==> src/rtl/pipeline_hazard_ctrl.sv <==
// XM23 pipeline hazard/stall controller: load-use stall, memory wait with timeout, branch flush, forwarding.
// Optional stall-cycle performance counter enabled by PIPELINE_STALL_PERF_EN.
module pipeline_hazard_ctrl #(
    parameter int MEM_TIMEOUT = 15
) (
    input  logic        clk,
    input  logic        rst,
    input  logic        dec_valid,
    input  logic [2:0]  dec_src_a,
    input  logic [2:0]  dec_src_b,
    input  logic        dec_use_a,
    input  logic        dec_use_b,
    input  logic        ex_wb,
    input  logic [2:0]  ex_dst,
    input  logic        ex_is_load,
    input  logic        mem_wb,
    input  logic [2:0]  mem_dst,
    input  logic        mem_req,
    input  logic        mem_ack,
    input  logic        branch_taken,
    output logic [7:0]  stall_o,
    output logic        flush_o,
    output logic [1:0]  fwd_a,
    output logic [1:0]  fwd_b,
    output logic        mem_err_o,
    output logic [15:0] stall_cycles_o
);

    // state    | meaning
    // RUN      | normal issue, hazards evaluated
    // LOAD_USE | one-cycle bubble after a load-use stall
    // MEM_WAIT | data access outstanding; branch flush deferred
    // FLUSH    | second cycle of a branch flush
    typedef enum logic [1:0] {RUN, LOAD_USE, MEM_WAIT, FLUSH} state_t;

    localparam logic [7:0] TIMEOUT = 8'(MEM_TIMEOUT);

    state_t     state, state_nxt;
    logic [7:0] wait_cnt;
    logic       mem_err;
    logic       wait_active;
    logic       load_use_hz;
    logic [2:0] stall_bits;
    logic       flush;

    function automatic logic [1:0] fwd_sel(input logic use_src, input logic [2:0] src);
        logic [1:0] sel;
        sel = 2'd0;
        if (use_src) begin
            if (ex_wb && ex_dst == src && !ex_is_load)
                sel = 2'd1;
            else if (mem_wb && mem_dst == src)
                sel = 2'd2;
        end
        return sel;
    endfunction

    // Once the counter sits at the timeout the access is released even if the request stays up.
    assign wait_active = mem_req & ~mem_ack & (wait_cnt != TIMEOUT);
    assign load_use_hz = dec_valid & ex_wb & ex_is_load &
                         ((dec_use_a & (ex_dst == dec_src_a)) | (dec_use_b & (ex_dst == dec_src_b)));

    always_comb begin
        state_nxt  = state;
        stall_bits = 3'b000;
        flush      = 1'b0;
        if (wait_active) begin
            stall_bits[1] = 1'b1;
            state_nxt     = MEM_WAIT;
        end else begin
            case (state)
                RUN: begin
                    if (branch_taken) begin
                        flush         = 1'b1;
                        stall_bits[2] = 1'b1;
                        state_nxt     = FLUSH;
                    end else if (load_use_hz) begin
                        stall_bits[0] = 1'b1;
                        state_nxt     = LOAD_USE;
                    end
                end
                LOAD_USE: begin
                    if (branch_taken) begin
                        flush         = 1'b1;
                        stall_bits[2] = 1'b1;
                        state_nxt     = FLUSH;
                    end else begin
                        state_nxt = RUN;
                    end
                end
                FLUSH: begin
                    flush         = 1'b1;
                    stall_bits[2] = 1'b1;
                    state_nxt     = RUN;
                end
                default: state_nxt = RUN;
            endcase
        end
    end

    assign stall_o   = rst ? 8'h00 : {5'b00000, stall_bits};
    assign flush_o   = ~rst & flush;
    assign fwd_a     = rst ? 2'd0 : fwd_sel(dec_use_a, dec_src_a);
    assign fwd_b     = rst ? 2'd0 : fwd_sel(dec_use_b, dec_src_b);
    assign mem_err_o = mem_err;

    always_ff @(posedge clk or posedge rst) begin
        if (rst) begin
            state    <= RUN;
            wait_cnt <= 8'd0;
            mem_err  <= 1'b0;
        end else begin
            state <= state_nxt;
            if (!mem_req || mem_ack)
                wait_cnt <= 8'd0;
            else if (wait_active)
                wait_cnt <= wait_cnt + 8'd1;
            if (mem_req && !mem_ack && wait_cnt == TIMEOUT)
                mem_err <= 1'b1;
        end
    end

`ifdef PIPELINE_STALL_PERF_EN
    logic [15:0] stall_cnt;

    always_ff @(posedge clk or posedge rst) begin
        if (rst)
            stall_cnt <= 16'd0;
        else if (|stall_o && stall_cnt != 16'hFFFF)
            stall_cnt <= stall_cnt + 16'd1;
    end

    assign stall_cycles_o = stall_cnt;
`else
    assign stall_cycles_o = 16'd0;
`endif

endmodule

==> config.mk <==
export PLATFORM = sky130hd
export DESIGN_NAME = pipeline_hazard_ctrl
export DESIGN_NICKNAME = d
export VERILOG_FILES = /design/src/rtl/pipeline_hazard_ctrl.sv
export SDC_FILE = /design/constraint.sdc
export NUM_CORES = 1
export LEC_CHECK = 0
export ABC_CLOCK_PERIOD_IN_PS = 2000
export BUFFER_PORTS_ARGS = -buffer_cell sky130_fd_sc_hd__buf_2
export CAP_MARGIN = 15
export CORE_MARGIN = 8
export CORE_UTILIZATION = 44
export CTS_BUF_LIST = sky130_fd_sc_hd__clkbuf_8
export CTS_CLUSTER_DIAMETER = 200
export DETAILED_ROUTE_END_ITERATION = 10
export PLACE_DENSITY = 0.81
export SYNTH_ARGS = -nofsm -noshare
export SYNTH_HDL_FRONTEND = slang
export SYNTH_SLANG_ARGS = --single-unit
export TNS_END_PERCENT = 1
==> constraint.sdc <==
create_clock -name clk -period 2 [get_ports clk]
set_input_delay 0.4 -clock clk [delete_from_list [all_inputs] [get_ports clk]]
set_output_delay 0.4 -clock clk [all_outputs]
set_load 0.01 [all_outputs]
* Yosys cells after proc, flatten, opt, wreduce, memory -nomap -nowiden
Index checks and enable logic that the tools add are counted.
** Word-level totals
- Flip-flop bits (word level) :: 11
- Output and inout bits :: 30
** Operators by class
- Equality and inequality tests :: 9
- Muxes and demuxes :: 24
- Reductions and logical operators :: 15
- Bitwise operators :: 11
- $add $sub $neg :: 1
** Operator list (count)
- 2-bit two-way mux :: 12
- 8-bit two-way mux :: 2
- 3-bit equality test :: 4
- 8-bit by 1-bit adder with 8-bit output, second input constant :: 1
- 1-bit AND :: 8
- 8-bit by 4-bit equality test with 1-bit output, second input constant :: 1
- 1-bit logical AND :: 8
- 8-bit by 4-bit != test with 1-bit output, second input constant :: 1
- 1-bit two-way mux :: 7
- 4-bit != test, second input constant :: 1
- 2-bit one-hot mux with 2 select lines :: 1
- 1-bit logical NOT :: 3
- 3-bit two-way mux :: 1
- 2-bit by 1-bit equality test with 1-bit output, second input constant :: 1
- 2-bit equality test, second input constant :: 1
- 2-bit logical NOT :: 1
- 1-bit NOT :: 2
- 1-bit one-hot mux with 2 select lines :: 1
- 2-bit nonzero test :: 1
- 2-bit OR reduction :: 1
- 1-bit logical OR :: 1
- 1-bit bitwise OR :: 1

* Logic depth before layout (Yosys ltp)
Gate-level depths: netlist (run 1).
- Depth after elaboration :: 9
- Mapped depth :: 7
- Gate-level depth less buffers :: 5

* Worst setup path after synthesis (run 1)
OpenSTA, ideal clock, no wires.
- Kind :: register to output
- From :: reg wait_cnt[0]
- To :: out stall_o[2]
- Arrival :: 1.525 ns
- Stages on the path, launching flop included :: 8
- Slack :: 0.075 ns
- Data required time :: 1.600 ns
- Buffers on the path :: 2
- Path through :: dfrtp_1 > ha_1 > nand3_1 > nand2b_1 > buf_6 > a21oi_2 > nor2b_1 > buf_4
** On the way
- Word-level cells in the longest chain between the ends :: 4
** Ends and longest elaborated chain
- start: declaration :: line 39 : logic [7:0] wait_cnt;
- start signal: assignment :: line 117 : wait_cnt <= wait_cnt + 8'd1;
- 8-bit by 4-bit != test with 1-bit output :: line 59 : assign wait_active = mem_req & ~mem_ack & (wait_cnt != TIMEOUT);
- 1-bit AND :: line 59
- 1-bit two-way mux :: line 67 : if (wait_active) begin
- 3-bit two-way mux :: line 101 : assign stall_o = rst ? 8'h00 : {5'b00000, stall_bits};
- end: declaration :: line 21 : output logic [7:0] stall_o,
Every way passes these cells.

* Final worst setup path (run 1)
- From :: reg wait_cnt[1]
- To :: out stall_o[0]
The elaborated chain is that of the path after synthesis.

==> results of run 1 <==
## logic make-up after synthesis
kind of cell / after synthesis
AND/OR/NAND/NOR: 33
buffers and inverters: 25
XOR/XNOR: 16
AO/OA/AOI/OAI: 12
flip-flops: 11
adder cells (fa/ha/maj): 1
other: 1
multiplexers: 1
## metrics by stage
stage / setup slack [ns] / cells / power [W]
floorplan: 0.0750 / 120 / 0.000336
global placement: 0.226 / 157 / 0.000349
detailed placement: 0.202 / 157 / 0.000352
CTS: 0.00246 / 162 / 0.000571
global route: -0.0652 / 163 / 0.000601
finish: 0.0498 / 163 / 0.000576
## flip-flops by register name (all words and copies together), names as in the netlist
name and flops:
mem_err_o 1, state 2, wait_cnt 8
## metal layers
metal  GRT usage, %  share of wire (%)  up-vias
li1               -                  -      374
met1           11.5                 36      350
met2           18.2                 49       47
met3           2.71                 13        3
met4           5.98                1.5        0
met5              0                  0        -
## worst min-delay path by stage
stage	cells after the start	endpoint	start
after floorplan	1	mem_err_o	rst
after global placement	1	mem_err_o	mem_err_o
after detailed placement	1	mem_err_o	mem_err_o
after CTS	3	wait_cnt[5]	rst
after global routing	3	wait_cnt[4]	rst
final	3	state[0]	rst
## layout by cell type (no fill, tap or decap)
| master | count |
|---|---|
| nor4b_1 | 2 |
| nand2b_4 | 1 |
| xor2_1 | 7 |
| nor2b_1 | 2 |
| nor2b_4 | 1 |
| o21ai_0 | 3 |
| or3_1 | 1 |
| and3_1 | 1 |
| inv_1 | 3 |
| clkbuf_8 | 3 |
| nor4_4 | 1 |
| nor2_1 | 8 |
| a21oi_1 | 3 |
| nor3b_1 | 2 |
| a31oi_1 | 2 |
| ha_2 | 1 |
| and4_1 | 1 |
| conb_1 | 21 |
| o21a_1 | 1 |
| nand2b_1 | 1 |
| buf_4 | 4 |
| nand2_1 | 3 |
| a21oi_4 | 1 |
| xnor2_1 | 9 |
| nand3_4 | 1 |
| dfrtp_1 | 10 |
| mux2i_1 | 1 |
| dfrtp_2 | 1 |
| buf_2 | 31 |
| a211oi_1 | 1 |
| o21bai_1 | 1 |
| nand4_1 | 8 |
## area by class of cell
class,instances,area share [%]
clock buffer,3,3.74
clock inverter,1,0.340
inverter,2,0.680
multi-input combinational,84,50.3
sequential,11,25.1
tap,27,3.06
timing repair buffer,35,16.8
## power groups by stage
| stage | Clock, W | Sequential [W] | Combinational, W |
|---|---|---|---|
| 3_3_place_gp | 0 | 0.000237 | 0.000111 |
| 5_1_grt | 0.000230 | 0.000235 | 0.000136 |
| 3_5_place_dp | 0 | 0.000238 | 0.000114 |
| 6_report | 0.000218 | 0.000234 | 0.000124 |
| 2_1_floorplan | 0 | 0.000237 | 0.0000987 |
| 4_1_cts | 0.000221 | 0.000234 | 0.000117 |
## worst min-delay path, stage by stage
cell and delay, ns:
buf_2 0.14, inv_1 0.10, buf_4 0.21
## timing repair
item | in CTS | in global routing
gates resized for setup | 1 | 8
pin swaps | 0 | 4
setup buffers | 1 | 1
hold buffers | 0 | 0
setup endpoints to repair | 4 | 4
==> summary.md, run 1 <==
| Metric | Value |
|---|---|
| Status | finished, final reports clean |
| Asr flop ratio synth | 100% |
| Die footprint | 3730 um^2 |
| N_diodes | 0 |
| Mux share of post-synthesis cell area | 1.12% |
| Total clock sinks | 11 |
| Sw frac | 28.1% |
| GPL Wtd Cong | 0.865 |
| Minimum clock period | 1.95 ns |
| Endpoints failing setup | 0 |
| Combinational share of power | 21.5% |
| PD cells | 522 nW/um^2 |
| Layout cells sized above 1 | 33.1% |
| Arr. time, crit path | 1.55 ns |
| Iter 0 DRT Violations | 35 |
| Synth area leader | dfrtp_1 |
| CP Cell Sequence | ha_2, nand3_4, nand2b_4, a21oi_4, and3_1, buf_2 |
| CP Max Fanout | 4 |
| Sw power | 0.000162 W |
| Final Skew | 0.000544 ns |
| Flop pwr share | 40.6% |
| Critical Path RT | 1.60 ns |
| DRC violations left | 0 |
| Clock transition at path regs | 0.05 ns |
| Yosys Warn Count | 0 |
| Via count | 774 |
| Die Ht | 61.1 um |
| Worst r2r path cells | 7 |
| Setup TNS Final | 0 ns |
| Vias in the first global route | 699 |
| Row Count | 16 |
| DP Wirelength | 1800 um |
| Final instance area | 1100 um^2 |
| Storage cell area | 277 um^2 |
| Critical path's slowest cell | dfrtp_1 |
| RSZ-0062 raised after global routing | yes |
| Critical path startpoint category | flop |
| Initial core utilization | 46.0% |
| Leakage power | 0.551 nW |
| Drt wl/cell | 13.8 um |
| Area contributors post-synth | dfrtp_1 31%, buf_4 18%, xnor2_1 8.8% |
| Tot GR Track Use | 10.6% |
| Final hold viol count | 0 |
| Setup slack, reg-to-reg | 0.50 ns |
| Clock share of power | 37.9% |
| CP startpoint | wait_cnt[1] |
| Seq cells post-synth | 11 |
| Remaining antenna violation count | 0 |
| Top-area cell type share of the netlist area | 30.8% |
| Initial antenna violation count | 0 |
| Post-synth EDFFs | 0 |
| Filler cell count | 185 |
| Crit end category | primary output |
| Post-Synth Adder-Cell Area | 1.40% |
| Max frequency | 513 MHz |
| Vias/cell | 4.75 |
| Post-synthesis cell count | 100 |
| Final wirelength | 2250 um |
| Crit Path Category | reg -> out |
| Final net count | 161 |
| Most instantiated cells after synthesis | 22 x buf_4, 11 x dfrtp_1, 9 x xnor2_1 |
| Critical path depth | 6 |
| CTS buffer count | 3 |
| Compound-Gate Fraction of Synth Area | 8.26% |
| Sequential-to-total area share from yosys stat | 30.8% |
| Most frequent cell after synthesis | buf_4 |
| Max Root-Sink Buffers | 2 |
| Footprint of the multi-input gates | 556 um^2 |
| Crit path buf inv count | 1 |
| CTS tree | done |
| Width of the die | 61.1 um |
| Crit share post-route | 97.5% |
| Layout Utilization | 56.8% |
| Most used DFF post-synth | dfrtp_1 |
| CP delay by family, top | simple AND/OR/NAND/NOR gates |
| Worst vdd ir | 0.335 mV |
| Insertion delay to the later sink of the worst-skew pair | 0.24 ns |
| Largest family of logic cells by synthesized area | simple AND/OR/NAND/NOR gates |
| Core area | 1940 um^2 |
| CP Capture Point | stall_o[0] |
| Detailed Routing Iterations Pass 1 | 4 |
| First-pass GRT wire length | 2990 um |
| Grt ovf | 0 |
| H-tree Lvls | 1 |
| Synth Area in Simple Gates | 21.7% |
| Worst min path class | in -> async |
| CP max stage delay | 0.38 ns |
| Synth Area in XOR/XNOR | 15.7% |
| Largest net degree at the start of global routing | 12 |
| Post-Synthesis Cell Area | 893 um^2 |
| I/O Buffers | 31 |
| Layout area overhead | 23.5% |
| Post-DP Area | 996 um^2 |
| Final Max Tran Viols | 0 |
| Crit Reg-Reg Startpoint | wait_cnt[1] |
| Max cap viols | 0 |
| Cell variety after synth | 28 |
| Cell Int Power | 0.000414 W |
| R2R Path End | wait_cnt[1] |
| Fin Hold WS | 0.267 ns |
| Top Ports | 53 |
| Clock root cell | clkbuf_8 |
| Syn Area/Cell | 8.93 um^2 |
No activity file was read; power rests on OpenSTA's default activity.
==> run 2, diff against run 1 <==
Settings changed: ABC_CLOCK_PERIOD_IN_PS 2000 to 1900.
Clock period 2 ns to 1.9 ns, I/O delays scaled along.
==> run 2 against run 1 <==
  * Final cell count up 3.1%
  * Highest routed layer unchanged
  * Utilization up 1.4 points
  * Largest cell class unchanged
  * Clock skew up 0.0045 ns
  * Sequential cell count unchanged
  * Register-to-register slack about the same
  * Sequential share of layout area down 0.47 points
  * Sequential power up 5%
==> summary.md, run 2 (synthesized netlist as in run 1, its figures left out) <==
| Metric | Value |
|---|---|
| RSZ-0062 raised after global routing | yes (unchanged) |
| Row Count | 16 (unchanged) |
| Core area | 1940 um^2 (unchanged) |
| Final hold viol count | 0 (unchanged) |
| Critical path's slowest cell | dfrtp_2 (was dfrtp_1) |
| Largest net degree at the start of global routing | 12 (unchanged) |
| Initial core utilization | 46.0% (unchanged) |
| CP Max Fanout | 3 (was 4) |
| DRC violations left | 0 (unchanged) |
| Die Ht | 61.1 um (unchanged) |
| Max Root-Sink Buffers | 2 (unchanged) |
| Pwr Total | 0.000610 W (was 0.000576 W) |
| Arr. time, crit path | 1.51 ns (was 1.55 ns) |
| Critical path startpoint category | flop (unchanged) |
| Detailed Routing Iterations Pass 1 | 4 (unchanged) |
| CP Cell Sequence | nor4_4, nand2b_4, a21oi_4, nor2b_4, buf_2 (was ha_2, nand3_4, nand2b_4, a21oi_4, and3_1, buf_2) |
| Crit share post-route | 99.7% |
| Crit end category | primary output (unchanged) |
| Final Max Tran Viols | 0 (unchanged) |
| Non-Filler Instances | 168 (was 163) |
| Status | finished, final reports clean (unchanged) |
| Final Skew | 0.00501 ns (was 0.000544 ns) |
| Initial antenna violation count | 0 (unchanged) |
| Post-Place Cells | 158 (was 157) |
| Crit Path Category | reg -> out (unchanged) |
| GPL Wtd Cong | 0.926 (was 0.865) |
| Die footprint | 3730 um^2 (unchanged) |
| Final wirelength | 2360 um (was 2250 um) |
| Max frequency | 528 MHz |
| Minimum clock period | 1.89 ns |
| N_diodes | 0 (unchanged) |
| Vias/cell | 4.71 (was 4.75) |
| CTS Hold Bufs | 0 (unchanged) |
| PD cells | 539 nW/um^2 (was 522 nW/um^2) |
| Iter 0 DRT Violations | 22 (was 35) |
| Commonest non-fill, non-tap cell in the layout | buf_2 (unchanged) |
| Clock transition at path regs | 0.05 ns (about the same) |
| CP max stage delay | 0.42 ns (was 0.38 ns) |
| Fin Hold WS | 0.247 ns (was 0.267 ns) |
| Insertion delay to the later sink of the worst-skew pair | 0.24 ns (about the same) |
| Max cap viols | 0 (unchanged) |
| Layout cells sized above 1 | 35.5% (was 33.1%) |
| First-pass GRT wire length | 3480 um (was 2990 um) |
| I/O Buffers | 31 (unchanged) |
| Grt ovf | 0 (unchanged) |
| Largest register by flop count | wait_cnt (unchanged) |
| Total clock sinks | 11 (unchanged) |
| Post-DP Area | 1010 um^2 (was 996 um^2) |
| Remaining antenna violation count | 0 (unchanged) |
| Via count | 791 (was 774) |
| Final instance area | 1130 um^2 (was 1100 um^2) |
| CTS buffer count | 3 (unchanged) |
| Worst vdd ir | 0.402 mV (was 0.335 mV) |
| Worst min path class | in -> async (unchanged) |
| Critical Path RT | 1.52 ns (was 1.60 ns) |
| Leakage power | 0.576 nW (was 0.551 nW) |
| Vias in the first global route | 772 (was 699) |
| DP Wirelength | 1830 um (was 1800 um) |
| Endpoints failing setup | 0 (unchanged) |
| Top Ports | 53 (unchanged) |
| PnR worst setup slack | 0.00627 ns (was 0.0498 ns) |
| Commonest cells after routing, fill and taps aside | 31 x buf_2, 21 x conb_1, 9 x xnor2_1, 9 x dfrtp_1, 9 x buf_4 (was 31 x buf_2, 21 x conb_1, 10 x dfrtp_1) |
| H-tree Lvls | 1 (unchanged) |
| Worst slack at placement | 0.133 ns (was 0.202 ns) |
| Layout area overhead | 26.5% (was 23.5%) |
| Tot GR Track Use | 12.4% (was 10.6%) |
| Final net count | 166 (was 161) |
| Drt wl/cell | 14.1 um (was 13.8 um) |
| Width of the die | 61.1 um (unchanged) |
| Max reg flops | 8 (unchanged) |
| Clock root cell | clkbuf_8 (unchanged) |
| CTS tree | done (unchanged) |
## run 2: changes by cell type in the layout (fill, tap and decap cells not counted), sizes merged
cell / before / now
buf: 35 / 40
## run 2: path summary, 6_finish.rpt
path                         startpoint          end  slack [ns]  cells past startpoint
setup / recovery            wait_cnt[5]      flush_o       0.006                      5
hold / removal                      rst  wait_cnt[2]        0.25                      3
setup reg to reg            wait_cnt[0]  wait_cnt[6]        0.51                      5
hold reg to reg               mem_err_o    mem_err_o        0.47                      1
max in group asynchronous           rst  wait_cnt[4]        1.49                      3
min in group clk           branch_taken     state[1]        0.44                      3
## run 2: final cells by class
cell class | count | area [um^2]
multi-input combinational | 84 | 543
fill | 192 | 812
tap | 27 | 33.8
timing repair buffer | 40 | 223
sequential | 11 | 278
clock buffer | 3 | 41.3
inverter | 2 | 7.51
clock inverter | 1 | 3.75
## run 2: worst max-delay path, delay by kind of cell (launching register included)
family,cells,cell delay [ns]
AOI/OAI and AO/OA,1,0.14
buffers and inverters,1,0.13
DFF,1,0.42
and+or+nand+nor,3,0.57
## run 2: timing repair
| action | 4_1_cts | 5_1_grt |
|---|---|---|
| pin swaps | 2 | 1 |
| resized for setup | 6 | 1 |
| cloned | 0 | 0 |
| setup buffers | 4 | 2 |
| setup endpoints to repair | 4 | 4 |
## run 2: stage by stage
stage	TNS [ns]	util [%]
floorplan	0	-
global placement	0	51.8
finish	0	58.2
detailed placement	0	51.8
global route	-0.227	58.2
CTS	0	57.0
## run 2: power by group
group          leakage (nW)  internal (W)  switching (W)
Sequential            0.145      0.000241     0.00000461
Clock                0.0269      0.000142      0.0000865
Combinational         0.404     0.0000551      0.0000802
Total                 0.576      0.000438       0.000171
## run 2: routing by layer
| metal | share of wire [%] | up-vias | global-route usage [%] |
|---|---|---|---|
| met5 | 0 | - | 0 |
| met4 | 1.4 | 0 | 3.99 |
| met3 | 14 | 6 | 6.68 |
| met2 | 49 | 42 | 21.5 |
| met1 | 35 | 360 | 12.5 |
| li1 | - | 383 | - |
==> run 3, diff against run 2 <==
Settings changed: ABC_CLOCK_PERIOD_IN_PS 1900 to 1600, CORE_UTILIZATION 44 to 40, PLACE_DENSITY 0.81 to 0.78.
Clock period 1.9 ns to 1.6 ns, I/O delays scaled along.
==> run 3 against run 2 <==
  * The run now ends with setup timing left
  * Critical path depth unchanged
  * Final cell count unchanged
  * Non-clock buffer count decreased by 1
  * Highest routed layer unchanged
  * Sequential share of layout area decreased by 0.67 points
  * Sequential power increased by 19%
  * Largest power group unchanged
  * Critical path type unchanged
  * Combinational power increased by 25%
==> summary.md, run 3 (synthesized netlist as in run 1, its figures left out) <==
| Metric | Value |
|---|---|
| Setup slack, reg-to-reg | 0.26 ns (was 0.51 ns) |
| Endpoints failing setup | 4 (was 0) |
| Worst slack at placement | -0.00948 ns (was 0.133 ns) |
| GPL Wtd Cong | 0.865 (was 0.926) |
| Status | finished, violations left (was finished, final reports clean) |
| Combinational share of power | 23.4% (was 22.2%) |
| Sw frac | 27.5% (was 28.1%) |
| Minimum clock period | 1.81 ns |
| CTS buffer count | 3 (unchanged) |
| Worst r2r path cells | 5 (unchanged) |
| Sw power | 0.000199 W (was 0.000171 W) |
| Row Count | 17 (was 16) |
| Final hold viol count | 0 (unchanged) |
| Final Max Tran Viols | 0 (unchanged) |
| Failing checks | setup timing |
| Initial antenna violation count | 0 (unchanged) |
| Clock root cell | clkbuf_8 (unchanged) |
| Max frequency | 553 MHz |
| Max cap viols | 0 (unchanged) |
| Layout area overhead | 29.4% (was 26.5%) |
| CTS Hold Bufs | 0 (unchanged) |
| Largest net degree at the start of global routing | 12 (unchanged) |
| Crit end category | primary output (unchanged) |
| Width of the die | 63.3 um (was 61.1 um) |
| First-pass GRT wire length | 3660 um (was 3480 um) |
| I/O Buffers | 31 (unchanged) |
| Via count | 780 (was 791) |
| Flop pwr share | 40.3% (was 40.4%) |
| Final net count | 165 (was 166) |
| R2R Path End | wait_cnt[6] (unchanged) |
| Worst vdd ir | 0.558 mV (was 0.402 mV) |
| Worst min path class | in -> async (unchanged) |
| Crit Path Category | reg -> out (unchanged) |
| Die Ht | 63.3 um (was 61.1 um) |
| Critical Path RT | 1.28 ns (was 1.52 ns) |
| Largest register by flop count | wait_cnt (unchanged) |
| Insertion delay to the later sink of the worst-skew pair | 0.23 ns (was 0.24 ns) |
| Max Root-Sink Buffers | 2 (unchanged) |
| Iter 0 DRT Violations | 55 (was 22) |
| Final Skew | 0.00320 ns (was 0.00501 ns) |
| CTS tree | done (unchanged) |
| Top Ports | 53 (unchanged) |
| Cell Int Power | 0.000524 W (was 0.000438 W) |
| Die footprint | 4000 um^2 (was 3730 um^2) |
| Vias/cell | 4.64 (was 4.71) |
| Crit Reg-Reg Startpoint | wait_cnt[1] (was wait_cnt[0]) |
| Crit share post-route | 113% |
| Detailed Routing Iterations Pass 1 | 4 (unchanged) |
| Filler cell count | 216 (was 192) |
| PD cells | 625 nW/um^2 (was 539 nW/um^2) |
| Max reg flops | 8 (unchanged) |
| Clock transition at path regs | 0.05 ns (about the same) |
| DRC violations left | 0 (unchanged) |
| Initial core utilization | 41.2% (was 46.0%) |
| Vias in the first global route | 824 (was 772) |
| DP Wirelength | 1830 um (about the same) |
| H-tree Lvls | 1 (unchanged) |
| N_diodes | 0 (unchanged) |
| Core area | 2170 um^2 (was 1940 um^2) |
| Grt ovf | 0 (unchanged) |
| PnR worst setup slack | -0.209 ns (was 0.00627 ns) |
| Final wirelength | 2380 um (was 2360 um) |
| Leakage power | 0.591 nW (was 0.576 nW) |
| Critical path startpoint category | flop (unchanged) |
| Tot GR Track Use | 11.1% (was 12.4%) |
| RSZ-0062 raised after global routing | yes (unchanged) |
| Clock share of power | 36.2% (was 37.4%) |
| Drt wl/cell | 14.2 um (was 14.1 um) |
| Arr. time, crit path | 1.49 ns (was 1.51 ns) |
| CP Max Fanout | 3 (unchanged) |
| Layout Utilization | 53.3% (was 58.2%) |
| Layout cells sized above 1 | 37.9% (was 35.5%) |
| Commonest non-fill, non-tap cell in the layout | buf_2 (unchanged) |
| Total clock sinks | 11 (unchanged) |
| Remaining antenna violation count | 0 (unchanged) |
| Commonest cells after routing, fill and taps aside | 31 x buf_2, 21 x conb_1, 10 x dfrtp_1 (was 31 x buf_2, 21 x conb_1, 9 x xnor2_1, 9 x dfrtp_1, 9 x buf_4) |
## run 3: cell types whose count changed in the layout (fill, tap and decap cells not counted)
cell     before  now
dfrtp_2       2    1
xnor2_2       0    3
nand3_1       1    0
nand3_2       0    1
nor4b_2       0    1
buf_4         9    8
xnor2_1       9    6
nor4b_1       2    1
dfrtp_1       9   10
## run 3: how the worst max path moves through the flow
stage,from,end,slack [ns],cells after the start
after global placement,ex_dst[1],stall_o[0],0.04,6
after global routing,wait_cnt[7],stall_o[0],-0.30,5
after CTS,wait_cnt[7],stall_o[0],-0.22,5
final,wait_cnt[7],stall_o[0],-0.21,5
after detailed placement,wait_cnt[4],stall_o[0],-0.009,5
after floorplan,wait_cnt[0],stall_o[2],-0.07,7
## run 3: through the flow
| stage | hold WS, ns | total power [W] | area (um^2) | cells | TNS, ns |
|---|---|---|---|---|---|
| floorplan | 0.188 | 0.000425 | 1000 | 120 | -0.0747 |
| global placement | 0.415 | 0.000445 | 1060 | 162 | 0 |
| detailed placement | 0.420 | 0.000449 | 1060 | 162 | -0.0227 |
| CTS | 0.172 | 0.000722 | 1120 | 168 | -0.721 |
| global route | 0.235 | 0.000775 | 1160 | 168 | -1.07 |
| finish | 0.188 | 0.000723 | 1160 | 168 | -0.693 |
## run 3: routing by layer
| layer | track usage (%) | vias to the layer above | part of all wire, % |
|---|---|---|---|
| met5 | 0 | - | 0 |
| met2 | 18.7 | 39 | 48 |
| li1 | - | 382 | - |
| met3 | 6.01 | 8 | 9.4 |
| met4 | 4.74 | 0 | 1.6 |
| met1 | 11.0 | 351 | 41 |
## run 3: area by class of cell
cell class / instances / area, um^2 / area share [%]
clock buffer: 3 / 41.3 / 3.57
inverter: 2 / 7.51 / 0.649
multi-input combinational: 84 / 577 / 49.9
timing repair buffer: 39 / 215 / 18.6
sequential: 11 / 277 / 23.9
tap: 28 / 35.0 / 3.03
clock inverter: 1 / 3.75 / 0.325
## run 3: critical path, stage by stage (launching register included)
cell	delay, ns
dfrtp_1	0.40
nor4_4	0.34
nand2b_4	0.10
a21oi_4	0.13
and3_1	0.16
buf_2	0.13
## run 3: power by group through the flow
stage	Sequential [W]	Clock [W]	Combinational, W
2_1_floorplan	0.000297	0	0.000128
3_3_place_gp	0.000296	0	0.000149
3_5_place_dp	0.000296	0	0.000153
4_1_cts	0.000291	0.000277	0.000154
5_1_grt	0.000292	0.000298	0.000185
6_report	0.000292	0.000262	0.000169
## run 3: what timing repair did
action | in CTS | in global routing
pin swaps | 1 | 0
resized for setup | 1 | 5
buffers inserted | 2 | 0
hold endpoints to repair | 0 | 0
setup endpoints to repair | 4 | 7
